## config.mk

```make
export PLATFORM = sky130hd
export DESIGN_NAME = rd_wait_slave_flat
export DESIGN_NICKNAME = d
export VERILOG_FILES = /design/src/rtl/rd_wait_pkg.sv /design/src/rtl/rd_wait_slave_if.sv /design/src/rtl/rd_wait_mem.sv /design/src/rtl/rd_wait_slave.sv /design/src/flat_wrapper.sv
export SDC_FILE = /design/constraint.sdc
export NUM_CORES = 1
export LEC_CHECK = 0
export CAP_MARGIN = 20
export CORE_MARGIN = 1.5
export CORE_UTILIZATION = 25
export CTS_CLUSTER_SIZE = 24
export DETAILED_ROUTE_END_ITERATION = 6
export SYNTH_ARGS = -nofsm -noshare
export SYNTH_HDL_FRONTEND = slang
export SYNTH_SLANG_ARGS = --single-unit
```

## constraint.sdc

```tcl
create_clock -name clk -period 3 [get_ports clk]
set_clock_uncertainty 0.1 [all_clocks]
set_input_delay 0.3 -clock clk [delete_from_list [all_inputs] [get_ports clk]]
set_output_delay 0.3 -clock clk [all_outputs]
set_load 0.005 [all_outputs]
```

## src/rtl/rd_wait_pkg.sv

```systemverilog
// Shared types and default widths for the wait-state read slave.
package rd_wait_pkg;

    localparam int DW_DEF = 8;
    localparam int AW_DEF = 4;
    localparam int WW_DEF = 4;
    localparam int TXN_W  = 16;

    // Encoding 3 is unused; the FSM falls back to IDLE if it ever appears.
    typedef enum logic [1:0] {
        IDLE  = 2'd0,
        WAIT  = 2'd1,
        READY = 2'd2
    } state_t;

endpackage

```

## src/rtl/rd_wait_slave_if.sv

```systemverilog
// Bus bundle between the read-handshake master/host and the wait-state slave.
interface rd_wait_slave_if
    import rd_wait_pkg::*;
#(
    parameter int DW = DW_DEF,
    parameter int AW = AW_DEF,
    parameter int WW = WW_DEF
);
    logic             rd;
    logic [AW-1:0]    addr;
    logic [WW-1:0]    wait_cfg;
    logic             ws;
    logic [DW-1:0]    rdata;
    logic             rvalid;
    logic             we;
    logic [AW-1:0]    waddr;
    logic [DW-1:0]    wdata;
    logic [TXN_W-1:0] txn_cnt;
    logic             abort_err;
    logic             err_clr;

    modport master (
        output rd, addr, wait_cfg, we, waddr, wdata, err_clr,
        input  ws, rdata, rvalid, txn_cnt, abort_err
    );

    modport slave (
        input  rd, addr, wait_cfg, we, waddr, wdata, err_clr,
        output ws, rdata, rvalid, txn_cnt, abort_err
    );
endinterface

```

## src/rtl/rd_wait_mem.sv

```systemverilog
// 1W/1R synchronous RAM; registered read returns pre-write data on a same-address collision.
module rd_wait_mem #(
    parameter int DW = 8,
    parameter int AW = 4
) (
    input  logic          clk,
    input  logic          rst,
    input  logic          we,
    input  logic [AW-1:0] waddr,
    input  logic [DW-1:0] wdata,
    input  logic          re,
    input  logic [AW-1:0] raddr,
    output logic [DW-1:0] rdata
);

    logic [DW-1:0] mem [2**AW];

    always_ff @(posedge clk) begin
        if (we) begin
            mem[waddr] <= wdata;
        end
    end

    // Output register holds the last loaded word until the next read load.
    always_ff @(posedge clk) begin
        if (!rst) begin
            rdata <= '0;
        end else if (re) begin
            rdata <= mem[raddr];
        end
    end

endmodule

```

## src/rtl/rd_wait_slave.sv

```systemverilog
// Read slave: programmable wait states, one-word response, transaction counter and abort flag.
module rd_wait_slave
    import rd_wait_pkg::*;
#(
    parameter int DW = DW_DEF,
    parameter int AW = AW_DEF,
    parameter int WW = WW_DEF
) (
    input  logic           clk,
    input  logic           rst,
    rd_wait_slave_if.slave bus
);

    state_t           state_q, state_d;
    logic [WW-1:0]    cnt_q, cnt_d;
    logic [AW-1:0]    addr_q;
    logic [AW-1:0]    load_addr;
    logic             load;
    logic             set_abort;
    logic             txn_inc;
    logic             rvalid_q;
    logic             abort_q;
    logic [TXN_W-1:0] txn_q;
    logic [DW-1:0]    rdata_w;

    always_ff @(posedge clk) begin
        if (!rst) begin
            state_q  <= IDLE;
            cnt_q    <= '0;
            rvalid_q <= 1'b0;
            txn_q    <= '0;
            abort_q  <= 1'b0;
        end else begin
            state_q  <= state_d;
            cnt_q    <= cnt_d;
            rvalid_q <= load;
            if (txn_inc) begin
                txn_q <= txn_q + TXN_W'(1);
            end
            if (set_abort) begin
                abort_q <= 1'b1;
            end else if (bus.err_clr) begin
                abort_q <= 1'b0;
            end
        end
    end

    always_ff @(posedge clk) begin
        if (state_q == IDLE && bus.rd) begin
            addr_q <= bus.addr;
        end
    end

    always_comb begin
        state_d   = state_q;
        cnt_d     = cnt_q;
        load      = 1'b0;
        load_addr = addr_q;
        set_abort = 1'b0;
        txn_inc   = 1'b0;
        case (state_q)
            IDLE: begin
                if (bus.rd) begin
                    cnt_d = bus.wait_cfg;
                    if (bus.wait_cfg == '0) begin
                        state_d   = READY;
                        load      = 1'b1;
                        load_addr = bus.addr;
                    end else begin
                        state_d = WAIT;
                    end
                end
            end
            WAIT: begin
                if (!bus.rd) begin
                    state_d   = IDLE;
                    set_abort = 1'b1;
                end else begin
                    // WAIT is only entered with cnt >= 1, so this never wraps.
                    cnt_d = cnt_q - WW'(1);
                    if (cnt_q == WW'(1)) begin
                        state_d = READY;
                        load    = 1'b1;
                    end
                end
            end
            READY: begin
                if (!bus.rd) begin
                    state_d = IDLE;
                    txn_inc = 1'b1;
                end
            end
            default: state_d = IDLE;
        endcase
    end

    rd_wait_mem #(.DW(DW), .AW(AW)) u_mem (
        .clk   (clk),
        .rst   (rst),
        .we    (bus.we),
        .waddr (bus.waddr),
        .wdata (bus.wdata),
        .re    (load),
        .raddr (load_addr),
        .rdata (rdata_w)
    );

    assign bus.ws        = (state_q == WAIT);
    assign bus.rdata     = rdata_w;
    assign bus.rvalid    = rvalid_q;
    assign bus.txn_cnt   = txn_q;
    assign bus.abort_err = abort_q;

endmodule

```

## src/flat_wrapper.sv

```systemverilog
// flat-port wrapper written by rule: the top's interface ports become plain ports
module rd_wait_slave_flat import rd_wait_pkg::*;
#(
    parameter int DW = DW_DEF,
    parameter int AW = AW_DEF,
    parameter int WW = WW_DEF
)
  (clk, rst, bus_rd, bus_addr, bus_wait_cfg, bus_we, bus_waddr, bus_wdata, bus_err_clr, bus_ws, bus_rdata, bus_rvalid, bus_txn_cnt, bus_abort_err);
  rd_wait_slave_if #(.DW(DW), .AW(AW), .WW(WW)) bus_i ();
  input  logic clk;
  input  logic rst;
  input wire logic [$bits(bus_i.rd)-1:0] bus_rd;
  input wire logic [$bits(bus_i.addr)-1:0] bus_addr;
  input wire logic [$bits(bus_i.wait_cfg)-1:0] bus_wait_cfg;
  input wire logic [$bits(bus_i.we)-1:0] bus_we;
  input wire logic [$bits(bus_i.waddr)-1:0] bus_waddr;
  input wire logic [$bits(bus_i.wdata)-1:0] bus_wdata;
  input wire logic [$bits(bus_i.err_clr)-1:0] bus_err_clr;
  output wire logic [$bits(bus_i.ws)-1:0] bus_ws;
  output wire logic [$bits(bus_i.rdata)-1:0] bus_rdata;
  output wire logic [$bits(bus_i.rvalid)-1:0] bus_rvalid;
  output wire logic [$bits(bus_i.txn_cnt)-1:0] bus_txn_cnt;
  output wire logic [$bits(bus_i.abort_err)-1:0] bus_abort_err;
  assign bus_i.rd = bus_rd;
  assign bus_i.addr = bus_addr;
  assign bus_i.wait_cfg = bus_wait_cfg;
  assign bus_i.we = bus_we;
  assign bus_i.waddr = bus_waddr;
  assign bus_i.wdata = bus_wdata;
  assign bus_i.err_clr = bus_err_clr;
  assign bus_ws = bus_i.ws;
  assign bus_rdata = bus_i.rdata;
  assign bus_rvalid = bus_i.rvalid;
  assign bus_txn_cnt = bus_i.txn_cnt;
  assign bus_abort_err = bus_i.abort_err;
  rd_wait_slave #(.DW(DW), .AW(AW), .WW(WW)) u_core (.clk(clk), .rst(rst), .bus(bus_i));
endmodule
```

==> flow_results.xml <==
<?xml version="1.0" encoding="UTF-8"?>
<metrics>
  <group name="power">
    <metric name="power_density" unit="nW/um^2">555</metric>
    <metric name="irDropWorstVdd" unit="mV">0.427</metric>
    <metric name="leakagePower" unit="nW">3.04</metric>
  </group>
  <group name="drt">
    <metric name="drt_iter0_drc" unit="">574</metric>
    <metric name="avgViaCountPerCell" unit="">4.79</metric>
    <metric name="drtAntennaViolNets" unit="">0</metric>
    <metric name="wire_per_inst" unit="um">17.7</metric>
    <metric name="dr_total_vias" unit="">4924</metric>
    <metric name="drt_wl_total" unit="um">18200</metric>
    <metric name="detail_route.first_pass.iterations" unit="">6</metric>
    <metric name="drc_errors" unit="">0</metric>
  </group>
  <group name="critical_path">
    <metric name="crit_arrival" unit="ns">2.98</metric>
    <metric name="cp-end-kind" unit="">flip-flop</metric>
    <metric name="cp.required" unit="ns">3.19</metric>
    <metric name="crit_path_top_delay_cell" unit="">sky130_fd_sc_hd__or4b_1</metric>
    <metric name="setup.worst_path.class" unit="">flip-flop to flip-flop</metric>
    <metric name="timing.critical_path.from_type" unit="">flip-flop</metric>
    <metric name="sequence_of_cells_on_the_critical_path" unit="">or4b_1 &gt; nor2_8 &gt; mux2i_4 &gt; buf_12 &gt; mux2_2 &gt; a222oi_1 &gt; a31oi_1</metric>
    <metric name="slowest_delay" unit="ns">0.65</metric>
    <metric name="path_max_fanout" unit="">32</metric>
  </group>
  <group name="timing">
    <metric name="grt_setup_unrepaired" unit="">false</metric>
    <metric name="slew_viol_final" unit="">0</metric>
    <metric name="layout_worst_path_cycle_share" unit="">0.930</metric>
    <metric name="fin_hold_ws" unit="ns">0.428</metric>
    <metric name="layout_setup_ws" unit="ns">0.211</metric>
    <metric name="fmax" unit="MHz">359</metric>
    <metric name="report.final.hold_viol_count" unit="">0</metric>
    <metric name="max-slew-margin-rel" unit="">0.489</metric>
    <metric name="timing.setup.tns" unit="ns">0</metric>
    <metric name="fin_crit" unit="ns">2.79</metric>
    <metric name="count_of_endpoints_failing_setup_in_the_final_report" unit="">0</metric>
    <metric name="timing_worst_slew_pin_value" unit="ns">0.764</metric>
  </group>
  <group name="synth">
    <metric name="postSynthAreaPerCell" unit="um^2">13.3</metric>
    <metric name="yosys.cell_types.count" unit="">51</metric>
    <metric name="ys_ff_latch" unit="">164</metric>
    <metric name="ys_top_cells_by_area" unit="">sky130_fd_sc_hd__edfxtp_1 (55%), sky130_fd_sc_hd__dfxtp_1 (8.9%), sky130_fd_sc_hd__mux2_2 (5.2%)</metric>
    <metric name="yosys.area.top_type_share" unit="">0.550</metric>
    <metric name="synth_top_flop_cell" unit="">sky130_fd_sc_hd__edfxtp_1</metric>
    <metric name="synthesis.instances" unit="">543</metric>
    <metric name="postSynth.asyncResetShare" unit="">0</metric>
    <metric name="synth-edff-count" unit="">132</metric>
    <metric name="syn_nets" unit="">571</metric>
    <metric name="synth.largest_area_cell" unit="">sky130_fd_sc_hd__edfxtp_1</metric>
    <metric name="syn_warnings" unit="">0</metric>
    <metric name="seq_area_frac_synth" unit="">0.639</metric>
    <metric name="mapped_area" unit="um^2">7210</metric>
  </group>
  <group name="clock_tree">
    <metric name="cts_resized" unit="">0</metric>
    <metric name="clock_tree.root_cell" unit="">sky130_fd_sc_hd__clkbuf_16</metric>
    <metric name="total_cts_buffers" unit="">17</metric>
    <metric name="cts_sinks" unit="">164</metric>
    <metric name="clk_pin_slew_worst_paths" unit="ns">0.07</metric>
    <metric name="postCtsHoldBufs" unit="">0</metric>
    <metric name="tritoncts_clock_tree" unit="">built</metric>
    <metric name="ctsLongestPathBuffers" unit="">2</metric>
    <metric name="cts_max_level" unit="">4</metric>
    <metric name="worstSkewPairLatency" unit="ns">0.43</metric>
    <metric name="post_cts_buffers" unit="">0</metric>
  </group>
  <group name="global_routing">
    <metric name="grt_max_degree" unit="">33</metric>
    <metric name="wire_length_of_the_first_global_routing_pass" unit="um">28600</metric>
    <metric name="grt_use_total" unit="">0.124</metric>
    <metric name="grt_antenna_before_repair" unit="">0</metric>
    <metric name="overflow_after_grt" unit="">0</metric>
    <metric name="number_of_global_route_vias_before_repair" unit="">4949</metric>
  </group>
  <group name="floorplanning">
    <metric name="floorplan.die.width" unit="um">173</metric>
    <metric name="die-area" unit="um^2">29900</metric>
    <metric name="pin_count" unit="">52</metric>
    <metric name="overall_die_height" unit="um">173</metric>
    <metric name="floorplan.core_area" unit="um^2">28100</metric>
    <metric name="floorplan.rows" unit="">61</metric>
    <metric name="initial_core_util" unit="">0.257</metric>
  </group>
  <group name="finish">
    <metric name="drive_gt1_frac" unit="">0.198</metric>
    <metric name="nets" unit="">665</metric>
    <metric name="total_inserted_antenna_cells" unit="">0</metric>
    <metric name="area.growth.synth_to_final" unit="%">26.1</metric>
    <metric name="design_area" unit="um^2">9090</metric>
    <metric name="fill_cell_total_of_the_finished_layout" unit="">2865</metric>
  </group>
  <group name="placed_design">
    <metric name="post_place_worst_slack" unit="ns">-0.193</metric>
    <metric name="dp_hpwl" unit="um">12200</metric>
    <metric name="number_of_port_buffers" unit="">51</metric>
    <metric name="gp_routability_congestion" unit="">0.759</metric>
    <metric name="placed_instance_area" unit="um^2">8500</metric>
  </group>
  <group name="job">
    <metric name="cap_violations" unit="">0</metric>
  </group>
  <group name="worst_hold_path">
    <metric name="holdCritPathClass" unit="">flip-flop to flip-flop</metric>
  </group>
  <group name="status">
    <metric name="run_status" unit="">finished clean</metric>
  </group>
</metrics>
==> metrics by stage <==
| stage | power [W] | util | instances |
|---|---|---|---|
| after floorplan | 0.00277 | - | 543 |
| after global placement | 0.00296 | 0.303 | 996 |
| after detailed placement | 0.00297 | 0.303 | 996 |
| after CTS | 0.00509 | 0.324 | 1028 |
| after global routing | 0.00520 | 0.324 | 1028 |
| final | 0.00504 | 0.324 | 1028 |
==> flip-flops by register name, summed over array words and instances, names as in the netlist <==
name                  cells
u_core.u_mem.mem        128
u_core.bus.txn_cnt       16
u_core.u_mem.rdata        8
u_core.addr_q             4
u_core.cnt_q              4
u_core.state_q            2
u_core.bus.abort_err      1
u_core.bus.rvalid         1
==> cell families (layout without fill, tap and decap cells) <==
family,count (synthesis),in the layout,share of synthesized area
AND/OR/NAND/NOR,153,153,0.118
adder cells (fa/ha/maj),3,3,0.00521
flip-flops,164,164,0.639
buffers and inverters,35,142,0.0205
AO/OA/AOI/OAI,122,122,0.121
XOR/XNOR,13,13,0.0158
multiplexers,53,53,0.0806
==> per-layer routing <==
layer,global-route usage,up-vias,wire length [um]
met3,0.0328,21,1050
met5,0,-,0
li1,-,2290,-
met1,0.173,2461,8700
met4,0.0370,0,279
met2,0.190,152,8160
==> cell type report <==
type	instances	area, um^2	share of cell area
clock buffer	17	425	0.0468
clock inverter	15	156	0.0172
inverter	8	30.0	0.00330
multi-input combinational	344	2480	0.273
tap	378	473	0.0521
timing repair buffer	102	918	0.101
sequential	164	4600	0.507
==> cells in the mapped netlist, drive strengths merged (7+ instances only) <==
| master | count |
|---|---|
| a211oi | 18 |
| a21oi | 29 |
| a222oi | 8 |
| a311oi | 15 |
| a31oi | 11 |
| and2 | 16 |
| clkbuf | 21 |
| dfxtp | 32 |
| edfxtp | 132 |
| inv | 8 |
| mux2 | 40 |
| mux2i | 13 |
| nand2 | 30 |
| nand2b | 38 |
| nand3 | 9 |
| nor2 | 22 |
| nor2b | 7 |
| nor3 | 7 |
| o21ai | 11 |
| xnor2 | 9 |
==> worst paths after layout <==
kind	cells past startpoint	end	slack (ns)	from
worst max-delay path	7	u_core.u_mem.rdata[6]	0.21	u_core.state_q[1]
worst min-delay path	2	u_core.bus.txn_cnt[10]	0.43	u_core.bus.txn_cnt[10]
worst max register to register	7	u_core.u_mem.rdata[6]	0.21	u_core.state_q[1]
worst min register to register	2	u_core.bus.txn_cnt[10]	0.43	u_core.bus.txn_cnt[10]
==> where the power goes <==
part	switching [W]	total, W	internal (W)
logic	0.000217	0.000389	0.000172
clock network	0.00101	0.00212	0.00111
registers	0.0000223	0.00253	0.00250
total	0.00125	0.00504	0.00379
==> critical path, delay by kind of cell, from the launching register on <==
kind                   cells  cell delay [ns]
and+or+nand+nor            2             0.81
muxes                      2             0.63
AOI/OAI and AO/OA          2             0.56
DFF                        1             0.31
buffers and inverters      1             0.23
==> cell usage in the layout, fill, tap and decap left out, types with 11 or more instances in the layout <==
master	n
sky130_fd_sc_hd__buf_4	49
sky130_fd_sc_hd__nor2_1	21
sky130_fd_sc_hd__o21ai_0	11
sky130_fd_sc_hd__a311oi_1	15
sky130_fd_sc_hd__a21oi_1	29
sky130_fd_sc_hd__edfxtp_1	132
sky130_fd_sc_hd__and2_1	16
sky130_fd_sc_hd__nand2_1	30
sky130_fd_sc_hd__a211oi_1	18
sky130_fd_sc_hd__clkdlybuf4s50_1	51
sky130_fd_sc_hd__clkbuf_16	17
sky130_fd_sc_hd__mux2_2	33
sky130_fd_sc_hd__dfxtp_1	32
sky130_fd_sc_hd__nand2b_1	38
sky130_fd_sc_hd__a31oi_1	11
sky130_fd_sc_hd__mux2i_1	12
(Power assumes the default switching activity.)
